## src/rtl/ip_top_align_rmw.sv

```systemverilog
// Logical-to-physical aligned memory controller: packs NUMWRDS parity-protected
// words per SRAM row and performs logical writes as a row read-modify-write.
module ip_top_align_rmw #(
  parameter int WIDTH      = 32,
  parameter int PARITY     = 1,
  parameter int NUMADDR    = 1024,
  parameter int BITADDR    = 10,
  parameter int NUMWRDS    = 4,
  parameter int BITWRDS    = 2,
  parameter int NUMSROW    = 256,
  parameter int BITSROW    = 8,
  parameter int SRAM_DELAY = 2,
  parameter int MEMWDTH    = WIDTH + PARITY
) (
  input  logic                         clk,
  input  logic                         rst,
  input  logic                         read,
  input  logic                         write,
  input  logic [BITADDR-1:0]           addr,
  input  logic [WIDTH-1:0]             din,
  output logic                         ready,
  output logic                         dout_vld,
  output logic [WIDTH-1:0]             dout,
  output logic                         serr,
  output logic [BITWRDS+BITSROW-1:0]   padr,
  output logic                         mem_read,
  output logic                         mem_write,
  output logic [BITSROW-1:0]           mem_addr,
  output logic [NUMWRDS*MEMWDTH-1:0]   mem_din,
  input  logic [NUMWRDS*MEMWDTH-1:0]   mem_dout
);

  localparam int ROWW  = NUMWRDS * MEMWDTH;
  localparam int CNTW  = (SRAM_DELAY > 1) ? $clog2(SRAM_DELAY) : 1;
  // The accepted range never reaches past the rows that physically exist.
  localparam int LIMIT = (NUMADDR < NUMSROW * NUMWRDS) ? NUMADDR : NUMSROW * NUMWRDS;

  typedef enum logic [1:0] {IDLE, RMW_WAIT, RMW_WR} state_t;

  typedef struct packed {
    logic               vld;
    logic [BITWRDS-1:0] word;
    logic [BITSROW-1:0] row;
  } rd_tag_t;

  function automatic logic [MEMWDTH-1:0] encode(input logic [WIDTH-1:0] data);
    logic [MEMWDTH-1:0] w;
    w = MEMWDTH'(data);
    if (PARITY != 0) w[MEMWDTH-1] = ^data;
    return w;
  endfunction

  state_t             state, state_nxt;
  logic [CNTW-1:0]    cnt, cnt_nxt;
  logic [BITWRDS-1:0] word_q;
  logic [BITSROW-1:0] row_q;
  logic [WIDTH-1:0]   din_q;
  logic               in_range, rd_acc, wr_acc;
  logic [BITWRDS-1:0] req_word;
  logic [BITSROW-1:0] req_row;
  rd_tag_t            pipe [SRAM_DELAY];
  rd_tag_t            tail;
  logic [MEMWDTH-1:0] sel;
  logic [ROWW-1:0]    merged;

  assign req_row  = BITSROW'(32'(addr) / NUMWRDS);
  assign req_word = BITWRDS'(32'(addr) % NUMWRDS);
  assign in_range = 32'(addr) < LIMIT;

  always_ff @(posedge clk) begin
    if (rst) begin
      state <= IDLE;
      cnt   <= '0;
    end else begin
      state <= state_nxt;
      cnt   <= cnt_nxt;
    end
  end

  // NOTE: every output of this block gets a default before the case statement,
  // so no path leaves a signal unassigned and no latch can be inferred.
  always_comb begin
    state_nxt = state;
    cnt_nxt   = cnt;
    ready     = 1'b0;
    rd_acc    = 1'b0;
    wr_acc    = 1'b0;
    mem_read  = 1'b0;
    mem_write = 1'b0;
    mem_addr  = req_row;
    case (state)
      IDLE: begin
        ready = 1'b1;
        if (!rst && in_range) begin
          wr_acc = write;
          rd_acc = read & ~write;
        end
        mem_read = wr_acc | rd_acc;
        if (wr_acc) begin
          cnt_nxt = CNTW'(SRAM_DELAY - 1);
          if (SRAM_DELAY == 1) state_nxt = RMW_WR;
          else                 state_nxt = RMW_WAIT;
        end
      end
      RMW_WAIT: begin
        cnt_nxt = cnt - CNTW'(1);
        if (cnt_nxt == '0) state_nxt = RMW_WR;
      end
      RMW_WR: begin
        // A reset landing on this cycle must not commit a half-finished row.
        mem_write = ~rst;
        mem_addr  = row_q;
        state_nxt = IDLE;
      end
      default: state_nxt = IDLE;
    endcase
  end

  // NOTE: pure datapath registers carry no reset; they are only consumed after
  // a write has been accepted, which reloads them.
  always_ff @(posedge clk) begin
    if (wr_acc) begin
      word_q <= req_word;
      row_q  <= req_row;
      din_q  <= din;
    end
  end

  always_ff @(posedge clk) begin
    pipe[0] <= '{vld: rd_acc, word: req_word, row: req_row};
    for (int i = 1; i < SRAM_DELAY; i++) pipe[i] <= pipe[i-1];
    if (rst) begin
      for (int i = 0; i < SRAM_DELAY; i++) pipe[i].vld <= 1'b0;
    end
  end

  always_comb begin
    tail     = pipe[SRAM_DELAY-1];
    sel      = mem_dout[int'(tail.word)*MEMWDTH +: MEMWDTH];
    dout_vld = tail.vld & ~rst;
    dout     = dout_vld ? sel[WIDTH-1:0] : '0;
    serr     = dout_vld & (PARITY != 0) & (^sel);
    padr     = dout_vld ? {tail.word, tail.row} : '0;
  end

  // Untouched words are copied bit-exact so stored parity errors survive.
  always_comb begin
    merged = mem_dout;
    merged[int'(word_q)*MEMWDTH +: MEMWDTH] = encode(din_q);
  end

  assign mem_din = merged;

endmodule

```

## config.mk

```make
export PLATFORM = sky130hd
export DESIGN_NAME = ip_top_align_rmw
export DESIGN_NICKNAME = d
export VERILOG_FILES = /design/src/rtl/ip_top_align_rmw.sv
export SDC_FILE = /design/constraint.sdc
export NUM_CORES = 1
export LEC_CHECK = 0
export BUFFER_PORTS_ARGS = -buffer_cell sky130_fd_sc_hd__clkbuf_2
export CAP_MARGIN = 15
export CORE_AREA = 4 4 138 140
export DETAILED_ROUTE_END_ITERATION = 10
export DIE_AREA = 0 0 142 144
export PLACE_DENSITY = 0.74
export SKIP_LAST_GASP = 1
export SYNTH_ARGS = -nofsm -noshare
export SYNTH_HDL_FRONTEND = slang
export SYNTH_SLANG_ARGS = --single-unit
```

## constraint.sdc

```tcl
create_clock -name clk -period 3.4 [get_ports clk]
set_input_delay 0.51 -clock clk [delete_from_list [all_inputs] [get_ports clk]]
set_output_delay 0.51 -clock clk [all_outputs]
set_load 0.01 [all_outputs]
```

* Yosys cells after proc, flatten, opt, wreduce, memory -nomap -nowiden *
Memory sizes are Yosys's and may differ from the RTL's.
Cells that the tools add are included.

word-level totals
  output and inout bits = 187
  register bits = 45
  bits in writable memories = 22
  memories = 1
  input bits = 178

cells by class
  add/subtract/negate cells = 2
  multiplexer cells = 22
  bitwise operators = 8
  shift operators = 3
  eq/ne operators = 4
  reductions and logical operators = 6
  $mul = 2

memory list
  memory  words  bits a word  rd ports  clocked after Yosys merged registers in  wr ports  line  RTL
  pipe    2      11           2         0                                        2         61    rd_tag_t pipe [SRAM_DELAY];

operator list
  operator                     count
  $bwmux W132                  1
  $shift A33 B33 Y132 const A  1
  $shiftx A132 B9 Y33          1
  $shiftx A33 B33 Y132         1
  $neg A8 Y33                  1
  $reduce_xor A33 Y1           1
  $mux W32                     1
  $reduce_xor A32 Y1           1
  $mul A2 B6 Y8 const B        2
  $mux W1                      14
  $mux W10                     1
  $mux W8                      1
  $mux W2                      2
  $pmux W2 S2                  1
  $reduce_and A2 Y1            2
  $and A1 B1 Y1                3
  $eq A2 B1 Y1 const B         1
  $eq A2 B2 Y1 const B         1
  $logic_not A2 Y1             1
  $ne A2 B1 Y1 const B         1
  $ne A2 B2 Y1 const B         1
  $not A1 Y1                   2
  $or A1 B1 Y1 const A         2
  $pmux W1 S2                  1
  other kinds (3)              3

* Logic depth before layout (Yosys ltp) *
  word-level depth = 6
  mapped depth = 8
  gate-level depth less buffers = 6

* Worst setup path before layout *
No wires, ideal clock.

  path kind = flip-flop to output port
  from = memory pipe[0][19] (netlist name)
  to = output port serr
  arrival = 2.420 ns
  path buffers = 2
  path slack = 0.470 ns
  stages on the path, launching flop included = 9
  cells stage by stage = dfxtp_1 > buf_6 > buf_12 > mux4_1 > xnor2_1 > xnor2_1 > xnor3_1 > or3b_1 > mux2i_1

RTL lines
  item                line  RTL
  start: declaration  61
  end: declaration    24    output logic serr,

==> metrics.yaml <==
sta:
  setup_ws_ns: -0.227
  finClkSkew_ns: 0.00617
  slew-limit-headroom: 0.406
  drv_slew: 0
  period_needed_ns: 3.63
  hold_slack_ns: 0.293
  finalSetupTns_ns: -0.227
  hold_viol_final: 0
  fin_crit_sh: 1.07
  setup_viol: 1
  worst_pin_slew_ns: 0.889
  max_freq_ghz: 0.276
  rsz0062_at_grt: "true"
floorplan:
  dieHeight_um: 144
  rows: 49
  die_x_um: 142
  floorplan.initialDensity: 0.312
  core_area_mm2: 0.0178
  ioPinCount: 365
  dieArea_mm2: 0.0204
drt:
  drtAntennaViolNets: 0
  drtPass1Iterations: 5
  drc: 0
  post_drt_wl_per_cell_um: 19.4
  wirelength_um: 24500
  vias: 6266
  drt_iter0_drc: 446
  via_per_inst: 4.95
synth:
  synth.distinct_cells: 33
  synthesis.nets: 859
  ys_seq_area_frac: 0.317
  yosys_register_bits: 67
  syn_avg_cell_area_um2: 8.22
  ys_warn_count: 0
  syn_area_mm2: 0.00556
  syn_inst: 676
pwr:
  p_leak_nw: 4.07
  power_density_mw_per_mm2: 363
  ir_drop_v: 0.000195
worst_hold_path:
  hold_path_class: "primary input to flop"
clock_network:
  path_clk_slew_ns: 0.06
  cts_made_buffers: 9
  clock_latency_ns: 0.34
  cts_hold_buf: 0
  cts_tree: "yes"
  htreeDepth: 3
  cts_root_buffer: "clkbuf_16"
  cts.sinks: 67
  clockBufferDepth: 2
place:
  place_area_mm2: 0.00767
  dp_cells: 1248
  routabilityCongestion: 0.920
  io_buffer_count: 364
  hpwl_um: 18600
global_route:
  grt_pass1_vias: 6421
  grt_use_total: 0.229
  grt_pass1_wl_um: 35600
  antenna_found_initial: 0
  grt_overflow: 0
  grt_max_degree: 34
run_status:
  outcome: "finished, violations left"
  violations: "negative setup slack"
setup_path:
  startpoint_type: "flop"
  worstPathRequired_ns: 2.89
  end_kind: "primary output"
  worstPathArrival_ns: 3.12
  path_class: "flop to primary output"
  crit_fanout: 14
final_layout:
  drive_above_1_share: 0.428
  instances_no_fill: 1266
  layout_common_cells: "clkbuf_2 (364), inv_1 (137), nand2_1 (131)"
  nets: 1215
  antenna_cells: 0
  fin_area_mm2: 0.00800
  final_common_cell: "clkbuf_2"
  syn_to_final_growth_pct: 44.0
job:
  cap_violations: 0
## kinds of logic after synthesis
group / Yosys count / share of synthesized area
compound gates: 134 / 0.124
xor+xnor: 60 / 0.101
fa+ha+maj: 5 / 0.0113
buf+inv: 175 / 0.131
flops: 67 / 0.317
mux: 43 / 0.160
simple gates: 192 / 0.156
## final cells by class
cell class,count,area [um2]
Clock buffer,12,279
Clock inverter,4,26.3
Fill cell,1737,9840
Inverter,137,514
Multi-Input combinational cell,434,3130
Sequential cell,67,1760
Tap cell,229,287
Timing Repair Buffer,383,2000
## cells in the mapped netlist
| cell type | number | area (um2) |
|---|---|---|
| mux2_2 | 8 | 90.1 |
| xnor2_2 | 1 | 16.3 |
| o21ai_0 | 126 | 631 |
| mux4_2 | 23 | 518 |
| nand2_1 | 131 | 492 |
| mux2i_1 | 2 | 20.0 |
| ha_1 | 5 | 62.6 |
| o22ai_1 | 4 | 25.0 |
| and3b_1 | 1 | 8.76 |
| or2_2 | 1 | 6.26 |
| nor3_1 | 4 | 20.0 |
| nand2b_1 | 2 | 12.5 |
| xor2_1 | 9 | 78.8 |
| inv_1 | 137 | 514 |
| dfxtp_1 | 25 | 500 |
| a211oi_1 | 1 | 7.51 |
| edfxtp_1 | 42 | 1260 |
| nor4bb_1 | 1 | 10.0 |
| o32ai_1 | 2 | 17.5 |
| nor2_1 | 4 | 15.0 |
| and2_1 | 42 | 263 |
| o21bai_1 | 1 | 7.51 |
| mux4_1 | 10 | 263 |
| buf_6 | 2 | 22.5 |
| xnor3_1 | 2 | 45.0 |
| buf_2 | 1 | 5.00 |
| nor2b_1 | 4 | 25.0 |
| or3b_1 | 1 | 8.76 |
| xnor2_1 | 48 | 420 |
| buf_12 | 2 | 40.0 |
| clkbuf_8 | 2 | 27.5 |
| and2_2 | 1 | 7.51 |
| clkbuf_1 | 31 | 116 |
## critical path, cell delays in order, from the launching register on
cell and delay, ns:
dfxtp_2 0.37, buf_12 0.18, mux4_1 0.61, xnor2_1 0.21, xnor2_1 0.15, xnor3_1 0.48, or3b_1 0.39, mux2i_2 0.20
clkbuf_2 0.18
## metrics by stage
step           worst slack (ns)  power, mW  utilization
2_1_floorplan             0.470       1.52            -
3_3_place_gp              0.105       1.92        0.430
3_5_place_dp             0.0381       1.94        0.430
4_1_cts                  -0.247       2.93        0.448
5_1_grt                  -0.296       3.04        0.448
6_report                 -0.227       2.90        0.448
## worst paths after layout
check / from / to / slack (ns) / cells after the start
worst max-delay path: pipe[0][19]$_DFF_P_ / serr / -0.23 / 8
worst max register to register: state[0]$_SDFFE_PP0P_ / word_q[0]$_DFFE_PP_ / 1.49 / 3
worst min-delay path: addr[0] / pipe[0][8]$_DFF_P_ / 0.29 / 1
worst min register to register: pipe[0][7]$_DFF_P_ / pipe[0][18]$_DFF_P_ / 0.33 / 0
## flip-flops by register name, summed over array words and instances (netlist names)
name	count
cnt	1
din_q	32
pipe	22
row_q	8
state	2
word_q	2
## report_power, final
group | internal (mW) | switching, mW | leakage (nW)
Sequential | 0.909 | 0.0381 | 0.599
Clock | 0.586 | 0.380 | 0.154
Combinational | 0.476 | 0.515 | 3.32
## repair_timing
item | in CTS | in global routing
setup buffers | 2 | 0
endpoints found under the setup margin | 1 | 1
resized for setup | 3 | 1
pin swaps | 1 | 0
## routing by layer
metal / track usage / vias up / part of all wire
li1: - / 2906 / -
met1: 0.253 / 2883 / 0.36
met2: 0.417 / 410 / 0.52
met3: 0.0503 / 67 / 0.089
met4: 0.108 / 0 / 0.036
met5: 0 / - / 0
No activity file was read; power rests on OpenSTA's default activity.
